<file path="config.mk">
export PLATFORM = sky130hd
export DESIGN_NAME = genius_button_decoder
export DESIGN_NICKNAME = d
export VERILOG_FILES = /design/src/rtl/genius_button_decoder.sv
export SDC_FILE = /design/constraint.sdc
export NUM_CORES = 1
export LEC_CHECK = 0
export BUFFER_PORTS_ARGS = -buffer_cell sky130_fd_sc_hd__buf_2
export CAP_MARGIN = 10
export CORE_ASPECT_RATIO = 1.2
export CORE_MARGIN = 2
export CORE_UTILIZATION = 49
export DETAILED_ROUTE_END_ITERATION = 10
export PLACE_DENSITY = 0.71
export SLEW_MARGIN = 20
export SYNTH_ARGS = -nofsm -noshare
export SYNTH_HDL_FRONTEND = slang
export SYNTH_SLANG_ARGS = --single-unit
</file>
<file path="constraint.sdc">
create_clock -name clk -period 1.6 [get_ports clk]
set_input_delay 0.16 -clock clk [delete_from_list [all_inputs] [get_ports clk]]
set_output_delay 0.16 -clock clk [all_outputs]
set_load 0.02 [all_outputs]
</file>
<file path="src/rtl/genius_button_decoder.sv">
// Genius colour-button conditioner: 2-FF sync, debounce, multi-press reject, one strobe per clean press.
// Strobe appears DEBOUNCE_CYCLES+2 edges after the raw press is first sampled; no back-pressure.
`timescale 1ns/1ps
module genius_button_decoder #(
   parameter int COLOR_CODEFY_W  = 2,
   parameter int DEBOUNCE_CYCLES = 2
) (
   input  logic                      clk,
   input  logic                      rst_n,
   input  logic                      button_color_green,
   input  logic                      button_color_red,
   input  logic                      button_color_blue,
   input  logic                      button_color_yellow,
   input  logic                      enable,
   output logic                      color_valid,
   output logic [COLOR_CODEFY_W-1:0] color_code,
   output logic                      multi_press
);

   localparam int CW = $clog2(DEBOUNCE_CYCLES + 1);
   localparam logic [CW-1:0] CNT_ONE  = CW'(1);
   localparam logic [CW-1:0] CNT_DONE = CW'(DEBOUNCE_CYCLES);

   localparam logic [1:0] IDLE     = 2'd0;
   localparam logic [1:0] DEBOUNCE = 2'd1;
   localparam logic [1:0] HELD     = 2'd2;
   localparam logic [1:0] RELEASE  = 2'd3;

   logic [3:0]    raw;
   logic [3:0]    s_meta;
   logic [3:0]    s;
   logic [1:0]    state;
   logic [CW-1:0] cnt;
   logic [CW-1:0] cnt_inc;
   logic [1:0]    cap;
   logic [1:0]    enc;
   logic [3:0]    cap_onehot;
   logic          single;
   logic          any;

   assign raw = {button_color_yellow, button_color_blue, button_color_red, button_color_green};

   always_ff @(posedge clk or negedge rst_n) begin
      if (!rst_n) begin
         s_meta <= 4'b0000;
         s      <= 4'b0000;
      end else begin
         s_meta <= raw;
         s      <= s_meta;
      end
   end

   assign any         = (s != 4'b0000);
   assign single      = any && ((s & (s - 4'd1)) == 4'b0000);
   assign multi_press = any && !single;
   assign cap_onehot  = 4'b0001 << cap;
   assign cnt_inc     = cnt + CNT_ONE;

   always_comb begin
      enc = 2'd0;
      case (s)
         4'b0010: enc = 2'd1;
         4'b0100: enc = 2'd2;
         4'b1000: enc = 2'd3;
         default: enc = 2'd0;
      endcase
   end

   always_ff @(posedge clk or negedge rst_n) begin
      if (!rst_n) begin
         state       <= IDLE;
         cnt         <= '0;
         cap         <= 2'd0;
         color_valid <= 1'b0;
         color_code  <= '0;
      end else begin
         color_valid <= 1'b0;
         case (state)
            IDLE: begin
               if (enable && single) begin
                  cap <= enc;
                  cnt <= CNT_ONE;
                  // A one-sample debounce completes on the capture itself.
                  if (DEBOUNCE_CYCLES == 1) begin
                     color_valid <= 1'b1;
                     color_code  <= COLOR_CODEFY_W'(enc);
                     state       <= HELD;
                  end else begin
                     state <= DEBOUNCE;
                  end
               end
            end
            DEBOUNCE: begin
               if (!any) begin
                  state <= IDLE;
               end else if (enable && s == cap_onehot) begin
                  cnt <= cnt_inc;
                  if (cnt_inc == CNT_DONE) begin
                     color_valid <= 1'b1;
                     color_code  <= COLOR_CODEFY_W'(cap);
                     state       <= HELD;
                  end
               end else begin
                  // Dirty press: park in HELD so it can never fire late.
                  state <= HELD;
               end
            end
            HELD: begin
               if (!any) begin
                  cnt   <= CNT_ONE;
                  state <= (DEBOUNCE_CYCLES == 1) ? IDLE : RELEASE;
               end
            end
            RELEASE: begin
               if (any) begin
                  state <= HELD;
               end else if (cnt_inc >= CNT_DONE) begin
                  state <= IDLE;
               end else begin
                  cnt <= cnt_inc;
               end
            end
            default: state <= IDLE;
         endcase
      end
   end

endmodule

</file>
==> flow_summary.yaml <==
status:
  status: "complete, but fails checks"
  violations: "negative setup slack"
run:
  maxCapViolations: 0
setup_path:
  crit_required_ns: 1.78
  slowest_stage: "dfrtp_2"
  r2r_cells: 6
  critical_path.startpoint: "s[2]"
  critical_path_class: "reg2reg"
  cpPeakStageDelay_ns: 0.43
  regToRegEndpoint: "color_code[1]"
  cp.arrival_ns: 1.83
  cp_cell_sequence: "buf_6 -> nor3b_2 -> o211ai_1 -> a21oi_4 -> nand3_2 -> mux2_4"
  path_delay_family: "flip-flops"
  crit_path_end_kind: "flip-flop"
  crit_path_start_kind: "flip-flop"
  endpoint: "color_code[1]"
  r2r_start: "s[2]"
  cp_num_cells: 6
  path_max_fanout: 6
  regToRegSetupSlack_ns: -0.06
  crit_buf_inv: 1
place:
  placed_area_um2: 1010
  portBuffers: 10
  post-place-ws_ns: -0.00798
  hpwl_mm: 1.23
  gp_congestion: 0.851
die:
  die-height_um: 50.1
  start_util_pct: 52.7
  core_area_um2: 1640
  ios: 11
  die_area_um2: 2120
  die_x_um: 42.4
  row_count: 16
synth:
  avgSynthCellArea_um2: 10.4
  synth_edf_count: 0
  synth_top_area_share_pct: 49.1
  synth_cells: 83
  yosys_warnings: 0
  synthTopCellsByArea: "dfrtp_1, a21oi_1, and3b_1, mux2_1, nor2_1"
  async_flop_share_pct: 100
  synthFlopType: "dfrtp_1"
  syn_area_um2: 866
  synth_largest_area_cell: "dfrtp_1"
  ys_top_cells_by_count: "dfrtp_1, a21oi_1, nor2_1"
  ys_ff_latch: 17
  syn_nets: 91
  synth_cell_types: 38
  synth_most_common_cell: "dfrtp_1"
  synth-seq-area-share_pct: 49.1
finish:
  final_area_um2: 1170
  nFillCells: 111
  multi_input_area_um2: 450
  regArea_um2: 432
  fin_nets: 121
  final_layout_size_suffix_gt1_share_pct: 44.6
  area_delta_synth_final_pct: 35.3
  n_antenna_cell: 0
timing:
  max-slew-margin-rel_pct: 75.5
  finalWorstSetupSlack_ns: -0.0554
  period_share_pct: 103
  setup-violations-final: 3
  maxSlewViolCount: 0
  rsz0062_at_grt: "yes"
  max_slew.worst_pin.slew_ns: 0.367
  fin_crit_ns: 1.66
  hold_viol_final: 0
  fmax_ghz: 0.604
  fin_skew_ns: 0.00991
pwr:
  power_density_nw_per_um2: 1040
  vdd_drop_max_mv: 0.779
  p_leak_nw: 0.517
clock_network:
  clk-insertion-delay-late_ns: 0.29
  cts_buffer_depth: 2
  clockRootBuffer: "clkbuf_4"
  cts_sinks: 17
  cts_tree: "built"
  cts_made_buffers: 3
  clk_pin_slew_ns: 0.10
  h-tree-depth: 1
global_route:
  grt_max_degree: 18
  grt.overflow.total: 0
  grt_pass1_wl_mm: 3.35
  grt_usage_pct: 22.1
  antenna_found_initial: 0
  grt_pass1_vias: 737
detailed_routing:
  drc_errors: 0
  vias: 771
  routed_wl_mm: 2.10
  viasPerCell: 5.93
  wl_per_cell_um: 16.1
  drt.antenna.violating_nets: 0
  drtIter0Drc: 11
  first_pass_iters: 4
hold_path:
  hp-class: "in2async"
==> placed cells by master, fill, tap and decap left out, types with 2 or more instances in the layout <==
cell            n
nor2_1          6
buf_2          10
a21oi_1         6
o21ai_2         4
nand2b_1        3
dfrtp_1        12
clkbuf_4        3
o31ai_1         2
inv_1           3
nor3_2          2
nor3b_2         2
nand2_1         4
buf_4          13
dfrtp_2         5
mux2_4          2
dlygate4sd3_1   5
and3b_1         3
o21ai_0         3
==> state kept, by name, indices dropped and copies added (netlist names), named ones only <==
name	count
s	4
color_valid	1
cap	2
cnt	2
color_code	2
state	1
s_meta	4
==> logic make-up after synthesis <==
family                     share of synthesized area [%]
and+or+nand+nor                                     20.5
AOI/OAI and AO/OA                                   20.2
DFF                                                 49.1
buffers and inverters                               5.06
muxes                                               2.60
xor gates and xnor gates                            1.01
adders and majority gates                           1.44
==> per-stage QoR <==
step	cells	power [mW]	hold slack, ns	utilization (%)	setup TNS (ns)
after floorplan	83	0.793	-0.136	-	0
after CTS	128	1.17	0.325	67.1	-0.00815
after global routing	130	1.29	0.365	71.3	-0.592
after detailed placement	118	0.935	0.0923	61.4	-0.0150
after global placement	118	0.928	0.0898	61.4	0
final	130	1.22	0.324	71.3	-0.0940
==> worst register-to-register path, cell delays in order (launching register included) <==
cell	delay, ns
dfrtp_2	0.43
buf_6	0.12
nor3b_2	0.14
o211ai_1	0.15
a21oi_4	0.23
nand3_2	0.15
mux2_4	0.33
==> worst min path at each step <==
stage | to | slack [ns] | depth (start not counted)
6_report | color_code[0] | 0.32 | 2
5_1_grt | s[2] | 0.36 | 0
4_1_cts | cnt[1] | 0.32 | 2
3_5_place_dp | s_meta[0] | 0.09 | 1
3_3_place_gp | s_meta[1] | 0.09 | 1
2_1_floorplan | asynchronous set/reset pin | -0.14 | 0
==> final cells by class <==
class                           instances  area share, %
Sequential cell                        17           36.9
Clock buffer                            4           2.24
Tap cell                               18           1.92
Multi-Input combinational cell         58           38.5
Inverter                                3          0.962
Timing Repair Buffer                   30           19.6
==> repair_timing <==
action / CTS / global route
hold endpoints to repair: 21 / 0
setup buffers: 1 / 2
pin swaps: 2 / 6
setup endpoints to repair: 3 / 9
hold buffers: 5 / 0
gates resized for setup: 4 / 15
==> per-layer routing <==
layer	global-route usage, %	wire (µm)
met1	25.5	825
met3	4.76	82
met5	0	0
met4	14.1	88
met2	36.4	1100
==> power by group <==
group | total, mW | leakage (nW) | internal, mW | switching (mW)
sequential | 0.555 | 0.204 | 0.485 | 0.0697
clock | 0.228 | 0.0150 | 0.0971 | 0.131
combinational | 0.436 | 0.297 | 0.219 | 0.217
total | 1.22 | 0.517 | 0.801 | 0.417
Note: power is estimated with default switching activity, not from simulation.
